[config.mk]
export PLATFORM = sky130hd
export DESIGN_NAME = mem_access_unit_flat
export DESIGN_NICKNAME = d
export VERILOG_FILES = /design/src/rtl/mem_access_unit_if.sv /design/src/rtl/mem_access_unit.sv /design/src/flat_wrapper.sv
export SDC_FILE = /design/constraint.sdc
export NUM_CORES = 1
export LEC_CHECK = 0
export ABC_AREA = 1
export CAP_MARGIN = 20
export CELL_PAD_IN_SITES_DETAIL_PLACEMENT = 1
export CELL_PAD_IN_SITES_GLOBAL_PLACEMENT = 1
export CORE_UTILIZATION = 29
export CTS_CLUSTER_SIZE = 12
export DETAILED_ROUTE_END_ITERATION = 6
export PLACE_DENSITY_LB_ADDON = 0.05
export SLEW_MARGIN = 20
export SYNTH_ARGS = -nofsm -noshare
export SYNTH_HDL_FRONTEND = slang
export SYNTH_SLANG_ARGS = --single-unit
[constraint.sdc]
create_clock -name clk -period 3.2 [get_ports clk]
set_input_delay 0.48 -clock clk [delete_from_list [all_inputs] [get_ports clk]]
set_output_delay 0.48 -clock clk [all_outputs]
set_load 0.01 [all_outputs]
[src/rtl/mem_access_unit_if.sv]
// mem_access_unit_if: req/addr_ok/data_ok data-RAM bus between the MEM stage and memory
interface mem_access_unit_if;
  logic        req;
  logic        wr;
  logic [3:0]  wstrb;
  logic [31:0] addr;
  logic [31:0] wdata;
  logic        addr_ok;
  logic        data_ok;
  logic [31:0] rdata;
  modport master (output req, wr, wstrb, addr, wdata, input addr_ok, data_ok, rdata);
  modport slave  (input req, wr, wstrb, addr, wdata, output addr_ok, data_ok, rdata);
endinterface

[src/rtl/mem_access_unit.sv]
// mem_access_unit: MEM-stage data-RAM access FSM with load alignment and pipeline stall
module mem_access_unit #(
  parameter bit ALIGN_ADDR = 1'b1
) (
  input  logic                      clk,
  input  logic                      rst,
  input  logic                      stall_next_stage,
  input  logic                      mem_read_flag_in,
  input  logic                      mem_write_flag_in,
  input  logic                      mem_sign_ext_flag_in,
  input  logic [3:0]                mem_sel_in,
  input  logic [31:0]               mem_write_data_in,
  input  logic [31:0]               result_in,
  output logic [31:0]               result_out,
  output logic                      stall_request,
  mem_access_unit_if.master         ram
);
  typedef enum logic [1:0] {IDLE, REQ, WAIT, DONE} state_t;
  state_t      state_q, state_d;
  logic        wr_q, wr_d, sext_q, sext_d;
  logic [3:0]  wstrb_q, wstrb_d, sel_q, sel_d;
  logic [31:0] addr_q, addr_d, wdata_q, wdata_d, res_q, res_d, rdata_q, rdata_d;
  logic        access, is_b, is_h;
  logic [7:0]  b;
  logic [15:0] h;
  logic [31:0] load;
  assign access = mem_read_flag_in | mem_write_flag_in;
  // request registers and FSM state; reset aborts any outstanding access at once
  always_ff @(posedge clk or posedge rst) begin
    if (rst) begin
      state_q <= IDLE;
      wr_q    <= 1'b0;
      sext_q  <= 1'b0;
      wstrb_q <= '0;
      sel_q   <= '0;
      addr_q  <= '0;
      wdata_q <= '0;
      res_q   <= '0;
      rdata_q <= '0;
    end else begin
      state_q <= state_d;
      wr_q    <= wr_d;
      sext_q  <= sext_d;
      wstrb_q <= wstrb_d;
      sel_q   <= sel_d;
      addr_q  <= addr_d;
      wdata_q <= wdata_d;
      res_q   <= res_d;
      rdata_q <= rdata_d;
    end
  end
  // next state; request fields latch only when leaving IDLE so the bus stays stable through REQ
  always_comb begin
    state_d = state_q;
    wr_d    = wr_q;
    sext_d  = sext_q;
    wstrb_d = wstrb_q;
    sel_d   = sel_q;
    addr_d  = addr_q;
    wdata_d = wdata_q;
    res_d   = res_q;
    rdata_d = rdata_q;
    case (state_q)
      IDLE: if (access) begin
        state_d = REQ;
        wr_d    = mem_write_flag_in & ~mem_read_flag_in;
        sext_d  = mem_sign_ext_flag_in;
        wstrb_d = (mem_write_flag_in & ~mem_read_flag_in) ? mem_sel_in : 4'b0000;
        sel_d   = mem_sel_in;
        addr_d  = ALIGN_ADDR ? {result_in[31:2], 2'b00} : result_in;
        wdata_d = mem_write_data_in;
        res_d   = result_in;
      end
      REQ: begin
        state_d = !ram.addr_ok ? REQ : ram.data_ok ? DONE : WAIT;
        rdata_d = (ram.addr_ok & ram.data_ok) ? ram.rdata : rdata_q;
      end
      WAIT: begin
        state_d = ram.data_ok ? DONE : WAIT;
        rdata_d = ram.data_ok ? ram.rdata : rdata_q;
      end
      DONE: state_d = stall_next_stage ? DONE : IDLE;
      default: state_d = IDLE;
    endcase
  end
  // lane select and extension of the captured load word
  always_comb begin
    is_b = (sel_q == 4'b0001) | (sel_q == 4'b0010) | (sel_q == 4'b0100) | (sel_q == 4'b1000);
    is_h = (sel_q == 4'b0011) | (sel_q == 4'b1100);
    b    = (sel_q == 4'b0010) ? rdata_q[15:8] : (sel_q == 4'b0100) ? rdata_q[23:16] :
           (sel_q == 4'b1000) ? rdata_q[31:24] : rdata_q[7:0];
    h    = (sel_q == 4'b1100) ? rdata_q[31:16] : rdata_q[15:0];
    load = is_b ? {{24{sext_q & b[7]}}, b} : is_h ? {{16{sext_q & h[15]}}, h} : rdata_q;
  end
  assign ram.req       = (state_q == REQ);
  assign ram.wr        = wr_q;
  assign ram.wstrb     = wstrb_q;
  assign ram.addr      = addr_q;
  assign ram.wdata     = wdata_q;
  assign stall_request = (state_q == IDLE) ? access : (state_q == REQ) | (state_q == WAIT);
  assign result_out    = (state_q != DONE) ? result_in : wr_q ? res_q : load;
endmodule

[src/flat_wrapper.sv]
// flat-port wrapper written by rule: the top's interface ports become plain ports
module mem_access_unit_flat 
#(
  parameter bit ALIGN_ADDR = 1'b1
)
  (clk, rst, stall_next_stage, mem_read_flag_in, mem_write_flag_in, mem_sign_ext_flag_in, mem_sel_in, mem_write_data_in, result_in, result_out, stall_request, ram_req, ram_wr, ram_wstrb, ram_addr, ram_wdata, ram_addr_ok, ram_data_ok, ram_rdata);
  mem_access_unit_if ram_i ();
  input  logic clk;
  input  logic rst;
  input  logic stall_next_stage;
  input  logic mem_read_flag_in;
  input  logic mem_write_flag_in;
  input  logic mem_sign_ext_flag_in;
  input  logic [3:0] mem_sel_in;
  input  logic [31:0] mem_write_data_in;
  input  logic [31:0] result_in;
  output logic [31:0] result_out;
  output logic stall_request;
  output wire logic [$bits(ram_i.req)-1:0] ram_req;
  output wire logic [$bits(ram_i.wr)-1:0] ram_wr;
  output wire logic [$bits(ram_i.wstrb)-1:0] ram_wstrb;
  output wire logic [$bits(ram_i.addr)-1:0] ram_addr;
  output wire logic [$bits(ram_i.wdata)-1:0] ram_wdata;
  input wire logic [$bits(ram_i.addr_ok)-1:0] ram_addr_ok;
  input wire logic [$bits(ram_i.data_ok)-1:0] ram_data_ok;
  input wire logic [$bits(ram_i.rdata)-1:0] ram_rdata;
  assign ram_req = ram_i.req;
  assign ram_wr = ram_i.wr;
  assign ram_wstrb = ram_i.wstrb;
  assign ram_addr = ram_i.addr;
  assign ram_wdata = ram_i.wdata;
  assign ram_i.addr_ok = ram_addr_ok;
  assign ram_i.data_ok = ram_data_ok;
  assign ram_i.rdata = ram_rdata;
  mem_access_unit #(.ALIGN_ADDR(ALIGN_ADDR)) u_core (.clk(clk), .rst(rst), .stall_next_stage(stall_next_stage), .mem_read_flag_in(mem_read_flag_in), .mem_write_flag_in(mem_write_flag_in), .mem_sign_ext_flag_in(mem_sign_ext_flag_in), .mem_sel_in(mem_sel_in), .mem_write_data_in(mem_write_data_in), .result_in(result_in), .result_out(result_out), .stall_request(stall_request), .ram(ram_i));
endmodule
-- Word-level counts from Yosys, hierarchy flattened
Index checks and enable logic that the tools add are counted.
- reduce and logical (&&, ||, !) cells: 4
- bitwise logic cells: 11
- muxes and demuxes: 18
- eq/ne operators: 13
- operator list (kind ; number):
    32-bit 2-to-1 mux ; 6
    32-bit case mux with 2 select lines ; 1
    8-bit 2-to-1 mux ; 3
    16-bit 2-to-1 mux ; 1
    4-bit by 2-bit == test with 1-bit output, second input constant ; 2
    4-bit == test, second input constant ; 2
    2-bit case mux with 4 select lines ; 1
    2-bit 2-to-1 mux ; 3
    1-bit bitwise OR ; 6
    1-bit AND ; 4
    2-bit == test, second input constant ; 2
    4-bit by 1-bit == test with 1-bit output, second input constant ; 1
    4-bit by 3-bit == test with 1-bit output, second input constant ; 1
    4-bit 2-to-1 mux ; 1
    2-bit by 1-bit inequality test with 1-bit output, second input constant ; 2
    2-bit inequality test, second input constant ; 2
    3-bit AND reduction ; 1
    2-bit by 1-bit == test with 1-bit output, second input constant ; 1
    2-bit zero test ; 1
    1-bit 2-to-1 mux ; 2
    2-bit AND reduction ; 1
    2-bit nonzero test ; 1
    1-bit inverter ; 1
- bits in registers: 138
- output and inout port bits: 103

-- Logic depth before layout (Yosys ltp)
- word-level depth: 8
- mapped depth: 12
- gate-level depth less buffers: 11

-- Least setup slack after synthesis
Ideal clock, no wire load.
- kind: reg-to-output
- start: reg u_core.sel_q[0]
- end: out result_out[2]
- slack: 1.208 ns
- cell stages (with the launch flop): 11
- arrival time: 1.512 ns
- buffers on the path: 2
- data required time: 2.720 ns
- cells stage by stage: dfrtp_1 > nor2_4 > buf_6 > nor2_1 > nor2_4 > buf_2 > o211ai_1 > nand2_1 > nand2_1 > nand2_1 > nand2_1
- cells in the longest elaborated chain, start to end: 7
- elaborated cells on any way between the ends: 18
- classes of those cells: eq/ne: 6; mux: 8; bitwise: 4
- ends and longest elaborated chain (what ; line ; text):
    from (decl) ; mem_access_unit.sv:21 ; logic [3:0] wstrb_q, wstrb_d, sel_q, sel_d;
    from (signal assigned) ; mem_access_unit.sv:45 ; sel_q <= sel_d;
    4-bit == test, or another cell as far along ; mem_access_unit.sv:88, mem_access_unit.sv:91 ;
    8-bit 2-to-1 mux / 1-bit bitwise OR (equally long branches) ; mem_access_unit.sv:91, mem_access_unit.sv:88 ;
    8-bit 2-to-1 mux / 1-bit bitwise OR (equally long branches) (2 in series) ; mem_access_unit.sv:90, mem_access_unit.sv:88 ;
    32-bit 2-to-1 mux (*) ; mem_access_unit.sv:93 ; load = is_b ? {{24{sext_q & b[7]}}, b} : is_h ? {{16{sext_q & h[15]}}, h} : rdata_q;
    32-bit 2-to-1 mux (*) (2 in series) ; mem_access_unit.sv:101 ; assign result_out = (state_q != DONE) ? result_in : wr_q ? res_q : load;
    to (decl) ; flat_wrapper.sv:17 ; output logic [31:0] result_out;
Every way passes the cells marked *; elsewhere a longest branch is shown, timed or not.

-- Worst setup path in the final report
- start: reg u_core.sel_q[0]
- end: out result_out[16]
- cells in the longest elaborated chain, start to end: 8
- elaborated cells on any way between the ends: 20
- classes of those cells: eq/ne: 6; mux: 8; bitwise: 6
- ends and longest elaborated chain (what ; line ; text):
    4-bit == test ; mem_access_unit.sv:88, mem_access_unit.sv:91 ;
    8-bit 2-to-1 mux ; mem_access_unit.sv:91 ; (sel_q == 4'b1000) ? rdata_q[31:24] : rdata_q[7:0];
    8-bit 2-to-1 mux (2 in series) ; mem_access_unit.sv:90 ; b = (sel_q == 4'b0010) ? rdata_q[15:8] : (sel_q == 4'b0100) ? rdata_q[23:16] :
    1-bit AND ; mem_access_unit.sv:93 ;
    32-bit 2-to-1 mux (*) ; mem_access_unit.sv:93 ;
    32-bit 2-to-1 mux (*) (2 in series) ; mem_access_unit.sv:101 ;
Marks and branches as above.

==> flow_summary.yaml <==
status:
  status: "completed"
finish:
  fillers: 2552
  layout_common_cells: "396 x nand2_1, 191 x clkdlybuf4s50_1, 105 x dfrtp_1, 97 x nor2_1, 49 x nand3_1"
  diodes: 0
  drive_above_1_share: 0.1030
  fin_cells: 1324
  nets: 1156
  area_growth_pct: 44.76
  utilization: 0.4278
  layout.area.seq_um2: 2706
  multi_input_area_um2: 2979
  final_common_cell: "nand2_1"
clock_tree:
  cts_root_buf: "clkbuf_16"
  htreeDepth: 3
  cts-buffers-inserted: 9
  clkTransAtPathRegs_ps: 80
  clk_latency_ps: 360
  cts_max_path_buffers: 2
  cts_tree: "yes"
  cts_sinks: 108
routing:
  drc: 0
  routed_wl_mm: 21.89
  drtIter0Drc: 257
  post_drt_wl_per_cell_um: 16.54
  antenna_left: 0
  vias: 6036
  dr.pass1.iters: 4
  via_per_inst: 4.559
power_and_ir_drop:
  p_leak_nw: 4.646
  irDropWorstVdd_mv: 0.3828
  pwr_density_cell_nw_per_um2: 1085
yosys:
  synth_seq_cells: 108
  avgSynthCellArea_um2: 7.159
  netlist.area_leader.share: 0.4365
  ys_types: 27
  synth_area_leader_cell: "dfrtp_1"
  yosys_warnings: 0
  synth_cells: 865
  synth_area_leaders: "dfrtp_1 44%, nand2_1 24%, nor2_1 6.0%, buf_4 4.0%, nand3_1 4.0%"
  yosysSeqAreaShare: 0.4365
  syn_area_um2: 6192
critical_path:
  worstPathArrival_ps: 2600
  cp-end-kind: "primary output"
  startpoint_type: "flop"
  critPathKind: "flop to primary output"
  crit_required_ps: 2720
  path_max_fanout: 18
global_route:
  track_usage: 0.2019
  antenna_found_initial: 0
  grt_max_degree: 109
  overflow: 0
  grt_first_pass_wirelength_mm: 34.31
  grt_pass1_vias: 6320
place:
  dp_cells: 1286
  port_buffers: 208
  place_ws_ps: 340.3
  place_congestion: 0.7873
  hpwl_mm: 15.03
sta:
  drv_slew: 0
  clock-skew-final_ps: 6.973
  rsz0062_at_grt: "yes"
  setup_violations: 0
  tightest_slew_ps: 683.9
  period_share: 0.9637
  fin_crit_ps: 3084
  fin_ws_ps: 116.1
  slew-limit-headroom: 0.5441
  hold-worst-slack_ps: 479.9
  hold_viol: 0
  fmax_ghz: 0.3243
floorplan:
  ios: 211
  core_area_um2: 20960
  floorplan.initialDensity: 0.2955
  die_height_um: 148.1
  fp.dieW_um: 148.1
  rows: 53
  die_area_um2: 21940
run:
  drv_cap: 0
min_path:
  hp-class: "flop to flop"
per-stage QoR:
step                TNS [ps]  total power [mW]  cell area, µm²
finish                     0             9.725            8964
global route          -274.9             10.59            8964
CTS                   -93.21             9.494            8701
detailed placement         0             8.117            8337
global placement           0             8.085            8337
floorplan                  0             5.874            6200
routing by layer:
layer	vias up	part of all wire	track usage	wire, µm
li1	3001	-	-	-
met1	2880	0.44	0.2479	9571
met2	140	0.50	0.3542	10920
met3	15	0.052	0.04755	1147
met4	0	0.011	0.05000	250
met5	-	0	0	0
area by class of cell:
type | count | share of cell area
Multi-Input combinational cell | 647 | 0.3324
Sequential cell | 108 | 0.3019
Timing Repair Buffer | 242 | 0.2768
Tap cell | 275 | 0.03839
Clock buffer | 11 | 0.02708
Inverter | 36 | 0.01591
Clock inverter | 5 | 0.007538
cells by family (layout without fill, tap and decap cells):
logic type | count (synthesis) | in the layout | synth area share
DFF | 108 | 108 | 0.4365
and+or+nand+nor | 572 | 575 | 0.3807
buffers and inverters | 114 | 294 | 0.09699
AOI/OAI and AO/OA | 50 | 50 | 0.04809
muxes | 16 | 16 | 0.02910
adders and majority gates | 4 | 4 | 0.008083
other | 1 | 2 | 0.0006056
registers in the layout, indices dropped and copies added, names as in the netlist:
name / cells
u_core.ram.wdata: 32
u_core.rdata_q: 32
u_core.res_q: 31
u_core.ram.wstrb: 4
u_core.sel_q: 4
u_core.state_q: 2
u_core.ram.addr: 1
u_core.ram.wr: 1
u_core.sext_q: 1
where the power goes:
part | internal, mW | switching, mW
registers | 2.03 | 0.546
clock network | 0.643 | 0.563
logic | 2.68 | 3.27
total | 5.35 | 4.38
final timing paths:
| check | startpoint | to | slack (ps) | cells after the start |
|---|---|---|---|---|
| worst max-delay path | u_core.sel_q[0] | result_out[16] | 120 | 12 |
| worst min-delay path | u_core.ram.wdata[27] | u_core.ram.wdata[27] | 480 | 2 |
| worst max register to register | u_core.state_q[1] | u_core.rdata_q[26] | 1220 | 6 |
| worst min register to register | u_core.ram.wdata[27] | u_core.ram.wdata[27] | 480 | 2 |
| max in group asynchronous | rst | u_core.res_q[18] | 2070 | 3 |
| min in group asynchronous | rst | u_core.ram.wdata[4] | 630 | 3 |
cells in the mapped netlist, drive strengths merged:
library cell and instances:
inv 35, a21o 1, a21oi 19, o211ai 14, nor2 104, buf 53, o21a 1, conb 1
clkinv 1, nand3 61, ha 4, o31ai 3, mux2 16, o21ai 12, nand2 406, dfrtp 108
clkbuf 25, nor3 1
what timing repair did:
| action | 4_1_cts | 5_1_grt |
|---|---|---|
| setup endpoints to repair | 25 | 31 |
| pin swaps | 4 | 6 |
| gates cloned | 2 | 2 |
| hold buffers | 0 | 0 |
| hold endpoints to repair | 0 | 0 |
| setup buffers | 2 | 16 |
| resized for setup | 5 | 27 |
worst max-delay path, stage by stage, from the launching register on:
cell	delay, ps
dfrtp_1	430
nor2_4	60
buf_4	150
nand2_4	120
nand2_2	80
nor2_4	240
buf_12	140
clkbuf_16	160
nand2_1	90
nand3_2	70
nand2_1	50
nand2_1	90
clkdlybuf4s50_1	540
(Power assumes the default switching activity.)
